`src/rtl/tdm_pkg.sv`:
```
// rtl/tdm_pkg.sv - shared constants and FSM encoding for the TDM demux
package tdm_pkg;

  localparam int N     = 16;
  localparam int SEL_W = $clog2(N);

  typedef enum logic {
    IDLE    = 1'b0,
    COLLECT = 1'b1
  } state_t;

endpackage

```
`src/rtl/tdm_slot_counter.sv`:
```
// rtl/tdm_slot_counter.sv - mod-N slot counter with load-to-1, clear and terminal count
module tdm_slot_counter #(
  parameter  int N     = tdm_pkg::N,
  localparam int SEL_W = $clog2(N)
) (
  input  logic             clk,
  input  logic             rst_n,
  input  logic             inc,
  input  logic             load1,
  input  logic             clr,
  output logic [SEL_W-1:0] cnt,
  output logic             tc
);
  import tdm_pkg::*;

  assign tc = (cnt == SEL_W'(N - 1));

  // clear beats load beats increment; increment at terminal count wraps to 0
  always_ff @(posedge clk or negedge rst_n) begin
    if (!rst_n) begin
      cnt <= '0;
    end else if (clr) begin
      cnt <= '0;
    end else if (load1) begin
      cnt <= SEL_W'(1);
    end else if (inc) begin
      cnt <= tc ? '0 : cnt + 1'b1;
    end
  end

endmodule

```
`src/rtl/demux_1to16_tdm.sv`:
```
// rtl/demux_1to16_tdm.sv - 1-to-N TDM deserializer with slot select, frame valid and abort pulses
module demux_1to16_tdm #(
  parameter  int N     = tdm_pkg::N,
  localparam int SEL_W = $clog2(N)
) (
  input  logic             clk,
  input  logic             rst_n,
  input  logic             din,
  input  logic             din_valid,
  input  logic             frame_start,
  output logic [SEL_W-1:0] sel,
  output logic [N-1:0]     dout,
  output logic             dout_valid,
  output logic             busy,
  output logic             frame_err
);
  import tdm_pkg::*;

  state_t         state_q, state_d;
  logic [N-1:0]   shadow_q, shadow_d;
  logic [N-1:0]   dout_q, dout_d;
  logic           valid_q, valid_d;
  logic           err_q, err_d;
  logic           cnt_inc, cnt_load1, cnt_tc;

  tdm_slot_counter #(.N(N)) u_slot (
    .clk   (clk),
    .rst_n (rst_n),
    .inc   (cnt_inc),
    .load1 (cnt_load1),
    .clr   (1'b0),
    .cnt   (sel),
    .tc    (cnt_tc)
  );

  always_comb begin
    state_d   = state_q;
    shadow_d  = shadow_q;
    dout_d    = dout_q;
    valid_d   = 1'b0;
    err_d     = 1'b0;
    cnt_inc   = 1'b0;
    cnt_load1 = 1'b0;
    if (din_valid) begin
      case (state_q)
        IDLE: begin
          // bits arriving outside a frame are silently dropped
          if (frame_start) begin
            shadow_d    = '0;
            shadow_d[0] = din;
            cnt_load1   = 1'b1;
            state_d     = COLLECT;
          end
        end
        COLLECT: begin
          if (frame_start) begin
            err_d       = 1'b1;
            shadow_d    = '0;
            shadow_d[0] = din;
            cnt_load1   = 1'b1;
          end else if (cnt_tc) begin
            dout_d  = {din, shadow_q[N-2:0]};
            valid_d = 1'b1;
            cnt_inc = 1'b1;
            state_d = IDLE;
          end else begin
            shadow_d[sel] = din;
            cnt_inc       = 1'b1;
          end
        end
        default: state_d = IDLE;
      endcase
    end
  end

  always_ff @(posedge clk or negedge rst_n) begin
    if (!rst_n) begin
      state_q  <= IDLE;
      shadow_q <= '0;
      dout_q   <= '0;
      valid_q  <= 1'b0;
      err_q    <= 1'b0;
    end else begin
      state_q  <= state_d;
      shadow_q <= shadow_d;
      dout_q   <= dout_d;
      valid_q  <= valid_d;
      err_q    <= err_d;
    end
  end

  assign dout       = dout_q;
  assign dout_valid = valid_q;
  assign frame_err  = err_q;
  assign busy       = (state_q == COLLECT);

endmodule

```
`config.mk`:
```
export PLATFORM = sky130hd
export DESIGN_NAME = demux_1to16_tdm
export DESIGN_NICKNAME = d
export VERILOG_FILES = /design/src/rtl/tdm_pkg.sv /design/src/rtl/tdm_slot_counter.sv /design/src/rtl/demux_1to16_tdm.sv
export SDC_FILE = /design/constraint.sdc
export NUM_CORES = 1
export LEC_CHECK = 0
export ABC_CLOCK_PERIOD_IN_PS = 5900
export CAP_MARGIN = 20
export CORE_MARGIN = 5
export CORE_UTILIZATION = 56
export DETAILED_ROUTE_END_ITERATION = 6
export PLACE_DENSITY = 0.84
export SLEW_MARGIN = 20
export SYNTH_ARGS = -nofsm -noshare
export SYNTH_HDL_FRONTEND = slang
export SYNTH_HIERARCHICAL = 1
export SYNTH_SLANG_ARGS = --single-unit
```
`constraint.sdc`:
```
create_clock -name clk -period 5.9 [get_ports clk]
set_clock_uncertainty 0.2 [all_clocks]
set_input_delay 1.475 -clock clk [delete_from_list [all_inputs] [get_ports clk]]
set_output_delay 1.475 -clock clk [all_outputs]
set_load 0.05 [all_outputs]
```
==> results by group, run 1 <==
Outcome
  – Outcome: finished clean

Synthesis
  – Gate count of the mapped netlist: 135
  – Top FF cell, synth: dfrtp_1
  – Post-Synth Simple-Gate Area: 14.08%
  – Async SR Flop Fraction: 100.0%
  – Top cells by area, synth: dfrtp_1 57%, mux2_2 11%, a32o_1 4.2%
  – Adder-cell share of the synthesized area: 0.7530%
  – Register area share after synthesis: 57.23%
  – Netlist cell types: 34
  – Top cell type's share of synthesized area: 57.23%
  – Mapped Area: 0.001662 sq mm
  – Count leader, synth: dfrtp_1
  – Seq cells post-synth: 38
  – Post-synth EDFFs: 0
  – Syn. warnings: 6
  – Post-synth top cells: 38 x dfrtp_1, 16 x mux2_2, 11 x nand2_1
  – Complex-gate fraction of the synthesized area: 12.65%
  – Synth Area per Inst: 12.31 sq um
  – Synth area leader: dfrtp_1
  – Post-synthesis mux area share: 12.12%
  – Combinational family with the most area after synthesis: simple AND/OR/NAND/NOR gates
  – XOR/XNOR Fraction of Synth Area: 0.5271%

Clocking
  – Cts repair resizes: 0
  – Cts hold-fix bufs: 0
  – Num Clock Sinks: 38
  – TritonCTS buffer count: 5
  – Clock-pin slew on the worst setup and hold paths: 0.11 ns
  – CTS Buffer Depth: 2
  – Worst-skew pair later-pin latency: 0.34 ns
  – Clk Tree Root Cell: clkbuf_4
  – Max H-tree Level: 2
  – TritonCTS clock tree: done
  – Postcts setup bufs: 0

STA
  – Slew Limit Fails: 0
  – Final min period: 3.566 ns
  – Setup_tns: 0 ns
  – Worst slew pin tran: 0.8938 ns
  – Worst hold slack: 0.3097 ns
  – Final worst setup slack: 2.334 ns
  – RSZ-0062 raised after global routing: false
  – Hold Fails Final Rpt: 0
  – Fin crit share: 60.45%
  – Final Setup Violations: 0
  – Max Freq: 280.4 MHz
  – Max_slew headroom: 40.10%

Setup path
  – Data required, critical path: 4.22 ns
  – Critical path, cell by cell: clkdlybuf4s50_1
  – Critical Path Fanout Max: 13
  – Crit-path max cell delay: 0.90 ns
  – Worst path arrival time: 1.89 ns
  – CP startpoint kind: flop
  – Slowest-stage cell, CP: clkdlybuf4s50_1
  – Buffers and inverters on the worst path: 1
  – Crit Path Category: reg2out
  – CP delay by family, top: buffers and inverters
  – CP Capture Type: output pin

Route
  – Drt via density: 6.111
  – Antenna-violating nets left: 0
  – Routed WL: 3309 microns
  – Drt wl/cell: 16.71 microns
  – Total number of vias: 1,210
  – DR iter-0 viols: 23
  – DR DRC count: 0
  – DRT Pass-1 Iters: 4

Final layout
  – Nets: 172
  – Area growth syn-to-layout: 24.70%
  – Fraction of layout cells with a size suffix above 1: 17.37%
  – Final std cells w/o fill: 198
  – ANT cells: 0

GRT
  – Number of global-route vias before repair: 1,190
  – First-pass GRT wire length: 5796 microns
  – Grt total ovfl: 0
  – Initial antenna violation count: 0
  – Largest net degree at the start of global routing: 39
  – GRT Overall Usage: 18.11%

Placed design
  – Placed insts: 190
  – PortBufs: 27
  – Post-placement setup slack: 2.169 ns
  – DPL Wire Length: 2205 microns
  – Gpl congestion: 0.8656

Flow run
  – Max Cap Viol: 0

Die
  – Core box area: 0.002805 sq mm
  – Die area: 0.004156 sq mm
  – Chip height: 64.47 microns
  – Die X: 64.47 microns
  – Initial Util: 59.23%
  – Row count: 19
  – IO Pins: 28

Power
  – Pwr per Cell Area: 254.8 mW/mm^2
  – Static leakage: 0.9408 nW
  – Max VDD drop: 0.1766 mV
  – Total power: 527.9 uW

Hold path
  – Min-delay worst type: reg2reg
## layer usage
metal | vias up | track usage (%) | wire length (microns)
met5 | - | 0 | 0
met4 | 0 | 5.541 | 51
met3 | 5 | 5.527 | 197
met2 | 41 | 29.77 | 1633
met1 | 598 | 23.22 | 1426
li1 | 566 | - | -
## final cells by class
class / instances / area (sq um)
sequential: 38 / 950.9
fill: 203 / 733.2
multi-input combinational: 90 / 681.9
timing repair buffer: 28 / 277.8
clock inverter: 2 / 60.06
clock buffer: 6 / 51.30
tap: 31 / 38.79
inverter: 3 / 11.26
## where the power goes
| group | leakage [nW] | internal [mW] | switching (mW) |
|---|---|---|---|
| registers | 0.521 | 0.263 | 0.00349 |
| clock network | 0.0585 | 0.144 | 0.0857 |
| logic | 0.361 | 0.0104 | 0.0216 |
| total | 0.941 | 0.417 | 0.111 |
## sequential cells by signal, summed over array words and instances (netlist names)
| register | count |
|---|---|
| busy | 1 |
| dout | 16 |
| dout_valid | 1 |
| frame_err | 1 |
| shadow_q | 15 |
| u_slot/cnt | 4 |
## through the flow
stage	utilization, %	instance area [sq um]
CTS	73.86	2072
detailed placement	69.89	1961
floorplan	-	1673
global route	73.86	2072
global placement	69.89	1961
finish	73.86	2072
## worst paths after layout
kind / startpoint / to / slack, ns / depth (start not counted)
setup / recovery: u_slot/cnt[2] / sel[2] / 2.33 / 1
hold / removal: shadow_q[0] / shadow_q[0] / 0.31 / 1
setup reg to reg: u_slot/cnt[1] / dout[0] / 3.12 / 4
hold reg to reg: shadow_q[0] / shadow_q[0] / 0.31 / 1
max in group asynchronous: rst_n / dout[8] / 3.82 / 2
min in group asynchronous: rst_n / dout[7] / 1.34 / 2
## cells by family after synthesis
family                     count (synthesis)
and+or+nand+nor                           40
DFF                                       38
AOI/OAI and AO/OA                         26
muxes                                     18
buffers and inverters                     10
adders and majority gates                  1
other                                      1
xor gates and xnor gates                   1
## layout by cell type (no fill, tap or decap), drive strengths merged, types with 4 or more instances in the layout
| cell type | synthesis | routed |
|---|---|---|
| dfrtp | 38 | 38 |
| clkdlybuf4s50 | 0 | 27 |
| mux2 | 17 | 17 |
| nand2 | 12 | 12 |
| or3 | 7 | 7 |
| a32o | 7 | 7 |
| o21ai | 7 | 7 |
| o311ai | 6 | 6 |
| clkbuf | 5 | 6 |
| conb | 1 | 4 |
Power figures use the tool's default switching activity.
==> run 2: changes to the inputs <==
--- a/config.mk
+++ b/config.mk
@@ -5,12 +5,12 @@
 export SDC_FILE = /design/constraint.sdc
 export NUM_CORES = 1
 export LEC_CHECK = 0
-export ABC_CLOCK_PERIOD_IN_PS = 5900
+export ABC_CLOCK_PERIOD_IN_PS = 3440
 export CAP_MARGIN = 20
 export CORE_MARGIN = 5
-export CORE_UTILIZATION = 56
+export CORE_UTILIZATION = 52
 export DETAILED_ROUTE_END_ITERATION = 6
-export PLACE_DENSITY = 0.84
+export PLACE_DENSITY = 0.78
 export SLEW_MARGIN = 20
 export SYNTH_ARGS = -nofsm -noshare
 export SYNTH_HDL_FRONTEND = slang
==> constraint.sdc (replaced) <==
create_clock -name clk -period 3.44 [get_ports clk]
set_clock_uncertainty 0.2 [all_clocks]
set_input_delay 0.86 -clock clk [delete_from_list [all_inputs] [get_ports clk]]
set_output_delay 0.86 -clock clk [all_outputs]
set_load 0.05 [all_outputs]
==> run 2 against run 1 <==
Compared with the run above:
- final area fell by 2.1%
- first-iteration DRC count rose by 61%
- die area rose by 6.5%
- total power rose by 36%
- wire length fell by 2.6%
- non-clock buffer count rose by 1
- clock-buffer cell count rose by 1
- register-to-register slack got worse by 2.2 ns
- global-route usage fell by 1.5 points
- combinational power rose by 70%
- via count fell by 1.3%
- critical path type unchanged
- critical endpoint is now sel[1]
- largest cell class unchanged
- largest power group unchanged
- highest routed layer unchanged
==> results by group, run 2 (synthesized netlist as in run 1, its figures left out) <==
Final layout
  – Nets: 173 (was 172)
  – ANT cells: 0 (unchanged)
  – Most common cell after layout, fill and taps aside: dfrtp_1 (unchanged)
  – Fraction of layout cells with a size suffix above 1: 16.17% (was 17.37%)
  – Finished Cell Area: 0.002029 sq mm (was 0.002072 sq mm)
  – Area growth syn-to-layout: 22.14% (was 24.70%)
  – Commonest cells after routing, fill and taps aside: 38 x dfrtp_1, 27 x clkdlybuf4s50_1, 16 x mux2_2 (unchanged)
  – Number of flip-flops in the largest register: 16 (unchanged)

Setup path
  – CP startpoint kind: flop (unchanged)
  – Slowest-stage cell, CP: clkdlybuf4s50_1 (unchanged)
  – Critical path, cell by cell: clkdlybuf4s50_1 (unchanged)
  – Crit-path max cell delay: 0.90 ns (about the same)
  – Worst path arrival time: 1.87 ns (was 1.89 ns)
  – CP delay by family, top: buffers and inverters (unchanged)
  – R2R Setup Slk: 0.92 ns (was 3.12 ns)
  – Buffers and inverters on the worst path: 1 (unchanged)
  – R2r startpoint: u_slot/cnt[1] (unchanged)
  – Start point of the critical path: u_slot/cnt[1] (was u_slot/cnt[2])
  – Crit Path Category: reg2out (unchanged)
  – Data required, critical path: 2.38 ns (was 4.22 ns)
  – Critical Path Fanout Max: 14 (was 13)
  – CP Capture Type: output pin (unchanged)

Die
  – IO Pins: 28 (unchanged)
  – Row count: 20 (was 19)
  – Initial Util: 54.43% (was 59.23%)
  – Core box area: 0.003053 sq mm (was 0.002805 sq mm)
  – Die X: 66.53 microns (was 64.47 microns)
  – Die area: 0.004426 sq mm (was 0.004156 sq mm)
  – Chip height: 66.53 microns (was 64.47 microns)

GRT
  – Number of global-route vias before repair: 1,172 (was 1,190)
  – First-pass GRT wire length: 5499 microns (was 5796 microns)
  – Most Used Layer, Global Route: met2 (unchanged)
  – Initial antenna violation count: 0 (unchanged)
  – Grt total ovfl: 0 (unchanged)
  – Met3 GRT Util: 4.553% (was 5.527%)
  – Met2 Track Usage GR: 24.78% (was 29.77%)
  – Global-route met1 utilization: 22.51% (was 23.22%)
  – Largest net degree at the start of global routing: 39 (unchanged)
  – GRT Overall Usage: 16.61% (was 18.11%)

Power
  – Clk pwr share: 28.8% (was 43.4%)
  – Pwr per Cell Area: 353.9 mW/mm^2 (was 254.8 mW/mm^2)
  – Static leakage: 0.9119 nW (was 0.9408 nW)
  – Combinational share of power: 7.6% (was 6.1%)
  – Sw Ratio: 23.96% (was 20.98%)
  – Sequential cell fraction of total power: 63.7% (was 50.5%)
  – Total power: 718.3 uW (was 527.9 uW)
  – P_sw: 172.1 uW (was 110.7 uW)
  – Max VDD drop: 0.2575 mV (was 0.1766 mV)
  – Internal Power: 546.2 uW (was 417.2 uW)

Hold path
  – HP Start: shadow_q[0] (unchanged)
  – Min-delay worst type: reg2reg (unchanged)

STA
  – Fin crit share: 85.06%
  – Slew Limit Fails: 0 (unchanged)
  – Setup_tns: 0 ns (unchanged)
  – Worst hold slack: 0.3052 ns (was 0.3097 ns)
  – Max_slew headroom: 63.24% (was 40.10%)
  – Final min period: 2.926 ns
  – Worst slew pin tran: 0.5501 ns (was 0.8938 ns)
  – Final Setup Violations: 0 (unchanged)
  – Max Freq: 341.8 MHz
  – Hold Fails Final Rpt: 0 (unchanged)
  – RSZ-0062 raised after global routing: false (unchanged)

Placed design
  – PortBufs: 27 (unchanged)
  – Gpl congestion: 0.8114 (was 0.8656)
  – Cell Area, Placed: 0.001984 sq mm (was 0.001961 sq mm)
  – DPL Wire Length: 2276 microns (was 2205 microns)

Outcome
  – Outcome: finished clean (unchanged)

Route
  – Drt via density: 5.659 (was 6.111)
  – DRT Pass-1 Iters: 4 (unchanged)
  – Drt wl/cell: 15.27 microns (was 16.71 microns)
  – Total number of vias: 1,194 (was 1,210)
  – Antenna-violating nets left: 0 (unchanged)
  – DR DRC count: 0 (unchanged)
  – Routed WL: 3223 microns (was 3309 microns)
  – DR iter-0 viols: 37 (was 23)

Clocking
  – TritonCTS clock tree: done (unchanged)
  – CTS Buffer Depth: 2 (unchanged)
  – Worst-skew pair later-pin latency: 0.33 ns (was 0.34 ns)
  – Num Clock Sinks: 38 (unchanged)
  – Max H-tree Level: 2 (unchanged)
  – Postcts setup bufs: 0 (unchanged)
  – Cts repair resizes: 0 (unchanged)
  – TritonCTS buffer count: 5 (unchanged)
  – Clk Tree Root Cell: clkbuf_4 (unchanged)
  – Cts hold-fix bufs: 0 (unchanged)
  – Clock-pin slew on the worst setup and hold paths: 0.10 ns (was 0.11 ns)

Flow run
  – Max Cap Viol: 0 (unchanged)
-- run 2: cell types whose count changed in the layout (fill, tap and decap cells not counted), sizes merged --
cell / delta
bufinv: -2
buf: +1
clkbuf: +1
-- run 2: final timing paths --
path                                    end  cells after the start
worst min register to register  shadow_q[0]                      1
min in group asynchronous           dout[7]                      2
worst max register to register  shadow_q[0]                      5
max in group asynchronous          dout[12]                      2
worst min-delay path            shadow_q[0]                      1
worst max-delay path                 sel[1]                      1
-- run 2: per-layer routing --
metal	share of wire, %	wire length, microns
met1	47	1514
met2	46	1488
met3	5.4	173
met4	1.4	46
met5	0	0
-- run 2: cell type report --
| class | count | area (sq um) |
|---|---|---|
| Fill cell | 254 | 1023 |
| Sequential cell | 38 | 950.9 |
| Multi-Input combinational cell | 90 | 681.9 |
| Timing Repair Buffer | 29 | 285.3 |
| Tap cell | 44 | 55.05 |
| Clock buffer | 7 | 45.04 |
| Inverter | 3 | 11.26 |
-- run 2: stage by stage --
step | worst slack, ns | cells | util (%)
4_1_cts | 0.4962 | 211 | 66.48
2_1_floorplan | 0.8943 | 138 | -
6_report | 0.5140 | 211 | 66.48
5_1_grt | 0.4461 | 211 | 66.48
3_3_place_gp | 0.5566 | 204 | 65.00
3_5_place_dp | 0.4959 | 204 | 65.00
-- run 2: power groups by stage --
stage	Sequential [mW]	Clock (mW)	Combinational (mW)
2_1_floorplan	0.471	0	0.0228
3_3_place_gp	0.466	0	0.0528
5_1_grt	0.458	0.235	0.0607
4_1_cts	0.457	0.214	0.0547
6_report	0.457	0.207	0.0543
3_5_place_dp	0.466	0	0.0546
==> run 3: changes to the inputs <==
--- a/config.mk
+++ b/config.mk
@@ -8,10 +8,10 @@
 export ABC_CLOCK_PERIOD_IN_PS = 3440
 export CAP_MARGIN = 20
 export CORE_MARGIN = 5
-export CORE_UTILIZATION = 52
+export CORE_UTILIZATION = 54
+export CTS_BUF_LIST = sky130_fd_sc_hd__clkbuf_4 sky130_fd_sc_hd__clkbuf_8
 export DETAILED_ROUTE_END_ITERATION = 6
-export PLACE_DENSITY = 0.78
-export SLEW_MARGIN = 20
+export PLACE_DENSITY = 0.81
 export SYNTH_ARGS = -nofsm -noshare
 export SYNTH_HDL_FRONTEND = slang
 export SYNTH_HIERARCHICAL = 1
==> run 3 against run 2 <==
Compared with the run above:
- sequential share of layout area shrank 0.51 points
- combinational power is essentially flat
- non-clock buffer count is the same
- first-iteration DRC count shrank 2.7%
- total power grew 14%
- utilization grew 1.9 points
- clock-buffer cell count shrank 1
- flip-flop and latch count is the same
- via count grew 3.0%
- critical path depth is the same
==> results by group, run 3 (synthesized netlist as in run 1, its figures left out) <==
Setup path
  – Critical Path Fanout Max: 14 (unchanged)
  – R2R Setup Slk: 0.87 ns (was 0.92 ns)
  – Crit Path Category: reg2out (unchanged)
  – Worst path arrival time: 1.89 ns (was 1.87 ns)
  – Data required, critical path: 2.38 ns (about the same)
  – Crit-path max cell delay: 0.90 ns (about the same)
  – CP delay by family, top: buffers and inverters (unchanged)
  – Critical path, cell by cell: clkdlybuf4s50_1 (unchanged)
  – Buffers and inverters on the worst path: 1 (unchanged)
  – CP startpoint kind: flop (unchanged)
  – CP Capture Type: output pin (unchanged)
  – Slowest-stage cell, CP: clkdlybuf4s50_1 (unchanged)

Die
  – Die X: 65.47 microns (was 66.53 microns)
  – Chip height: 65.47 microns (was 66.53 microns)
  – IO Pins: 28 (unchanged)
  – Die area: 0.004286 sq mm (was 0.004426 sq mm)
  – Initial Util: 55.33% (was 54.43%)
  – Row count: 20 (unchanged)
  – Core box area: 0.003003 sq mm (was 0.003053 sq mm)

Route
  – DR DRC count: 0 (unchanged)
  – DRT Pass-1 Iters: 4 (unchanged)
  – Drt wl/cell: 17.45 microns (was 15.27 microns)
  – Routed WL: 3490 microns (was 3223 microns)
  – Antenna-violating nets left: 0 (unchanged)
  – DR iter-0 viols: 36 (was 37)
  – Drt via density: 6.150 (was 5.659)
  – Total number of vias: 1,230 (was 1,194)

Clocking
  – Worst-skew pair later-pin latency: 0.34 ns (was 0.33 ns)
  – Clk Tree Root Cell: clkbuf_4 (unchanged)
  – Cts repair resizes: 0 (unchanged)
  – TritonCTS clock tree: done (unchanged)
  – Max H-tree Level: 2 (unchanged)
  – CTS Buffer Depth: 2 (unchanged)
  – Clock-pin slew on the worst setup and hold paths: 0.11 ns (was 0.10 ns)
  – Num Clock Sinks: 38 (unchanged)
  – Postcts setup bufs: 0 (unchanged)
  – TritonCTS buffer count: 5 (unchanged)
  – Cts hold-fix bufs: 0 (unchanged)

GRT
  – GRT Overall Usage: 19.33% (was 16.61%)
  – Initial antenna violation count: 0 (unchanged)
  – First-pass GRT wire length: 6182 microns (was 5499 microns)
  – Grt total ovfl: 0 (unchanged)
  – Largest net degree at the start of global routing: 39 (unchanged)
  – Number of global-route vias before repair: 1,321 (was 1,172)

Power
  – Combinational share of power: 6.6% (was 7.6%)
  – Static leakage: 0.9308 nW (was 0.9119 nW)
  – Pwr per Cell Area: 400.5 mW/mm^2 (was 353.9 mW/mm^2)
  – Clk pwr share: 37.7% (was 28.8%)
  – P_sw: 183.4 uW (was 172.1 uW)
  – Sw Ratio: 22.32% (was 23.96%)
  – Internal Power: 638.4 uW (was 546.2 uW)
  – Sequential cell fraction of total power: 55.7% (was 63.7%)
  – Max VDD drop: 0.2318 mV (was 0.2575 mV)

STA
  – Hold Fails Final Rpt: 0 (unchanged)
  – Final Setup Violations: 0 (unchanged)
  – RSZ-0062 raised after global routing: false (unchanged)
  – Fin crit share: 85.68% (was 85.06%)
  – Worst slew pin tran: 0.5683 ns (was 0.5501 ns)
  – Setup_tns: 0 ns (unchanged)
  – Max Freq: 339.3 MHz (was 341.8 MHz)
  – Worst hold slack: 0.3126 ns (was 0.3052 ns)
  – Final min period: 2.947 ns (was 2.926 ns)
  – Max_slew headroom: 62.02% (was 63.24%)
  – Slew Limit Fails: 0 (unchanged)

Placed design
  – PortBufs: 27 (unchanged)
  – Gpl congestion: 0.8172 (was 0.8114)
  – Placed insts: 193 (was 204)
  – Cell Area, Placed: 0.001971 sq mm (was 0.001984 sq mm)
  – DPL Wire Length: 2439 microns (was 2276 microns)

Outcome
  – Outcome: finished clean (unchanged)

Hold path
  – Min-delay worst type: reg2reg (unchanged)

Final layout
  – Commonest cells after routing, fill and taps aside: 38 x dfrtp_1, 27 x clkdlybuf4s50_1, 16 x mux2_2 (unchanged)
  – Most common cell after layout, fill and taps aside: dfrtp_1 (unchanged)
  – Area growth syn-to-layout: 23.49% (was 22.14%)
  – Number of flip-flops in the largest register: 16 (unchanged)
  – Fraction of layout cells with a size suffix above 1: 17.37% (was 16.17%)
  – ANT cells: 0 (unchanged)
  – Final std cells w/o fill: 200 (was 211)
  – Nets: 173 (unchanged)
  – Finished Cell Area: 0.002052 sq mm (was 0.002029 sq mm)
  – Fillcell total: 223 (was 254)

Flow run
  – Max Cap Viol: 0 (unchanged)
[run 3: through the flow]
step	util, %	setup slack (ns)	power (mW)
floorplan	-	0.8943	0.4941
CTS	68.33	0.4850	0.8317
finish	68.33	0.4926	0.8218
global route	68.33	0.4102	0.8586
detailed placement	65.63	0.4786	0.5211
global placement	65.63	0.5589	0.5184
[run 3: layout make-up]
type                       instances  area [sq um]  share of cell area [%]
sequential                        38         950.9                   46.34
multi-input combinational         90         681.9                   33.23
timing repair buffer              29         285.3                   13.90
clock buffer                       6         51.30                   2.500
tap                               33         41.29                   2.012
clock inverter                     1         30.03                   1.463
inverter                           3         11.26                  0.5488
[run 3: layer usage]
layer	vias to the layer above	global-route usage, %	share of wire [%]
met4	0	11.66	2.1
li1	562	-	-
met1	638	23.65	44
met3	6	4.786	4.1
met5	-	0	0
met2	24	30.72	49
[run 3: worst paths after layout]
path | startpoint | to | cells after the start
setup reg to reg | u_slot/cnt[1] | shadow_q[0] | 5
hold reg to reg | dout[12] | dout[12] | 1
max in group asynchronous | rst_n | shadow_q[9] | 2
setup / recovery | u_slot/cnt[1] | sel[1] | 1
min in group asynchronous | rst_n | dout[4] | 2
hold / removal | dout[12] | dout[12] | 1
[run 3: power groups by stage]
stage	Clock [mW]	Combinational, mW	Sequential, mW
after floorplan	0	0.0228	0.471
after global placement	0	0.0526	0.466
after detailed placement	0	0.0547	0.466
after CTS	0.319	0.0551	0.458
after global routing	0.339	0.0609	0.459
final	0.310	0.0546	0.458
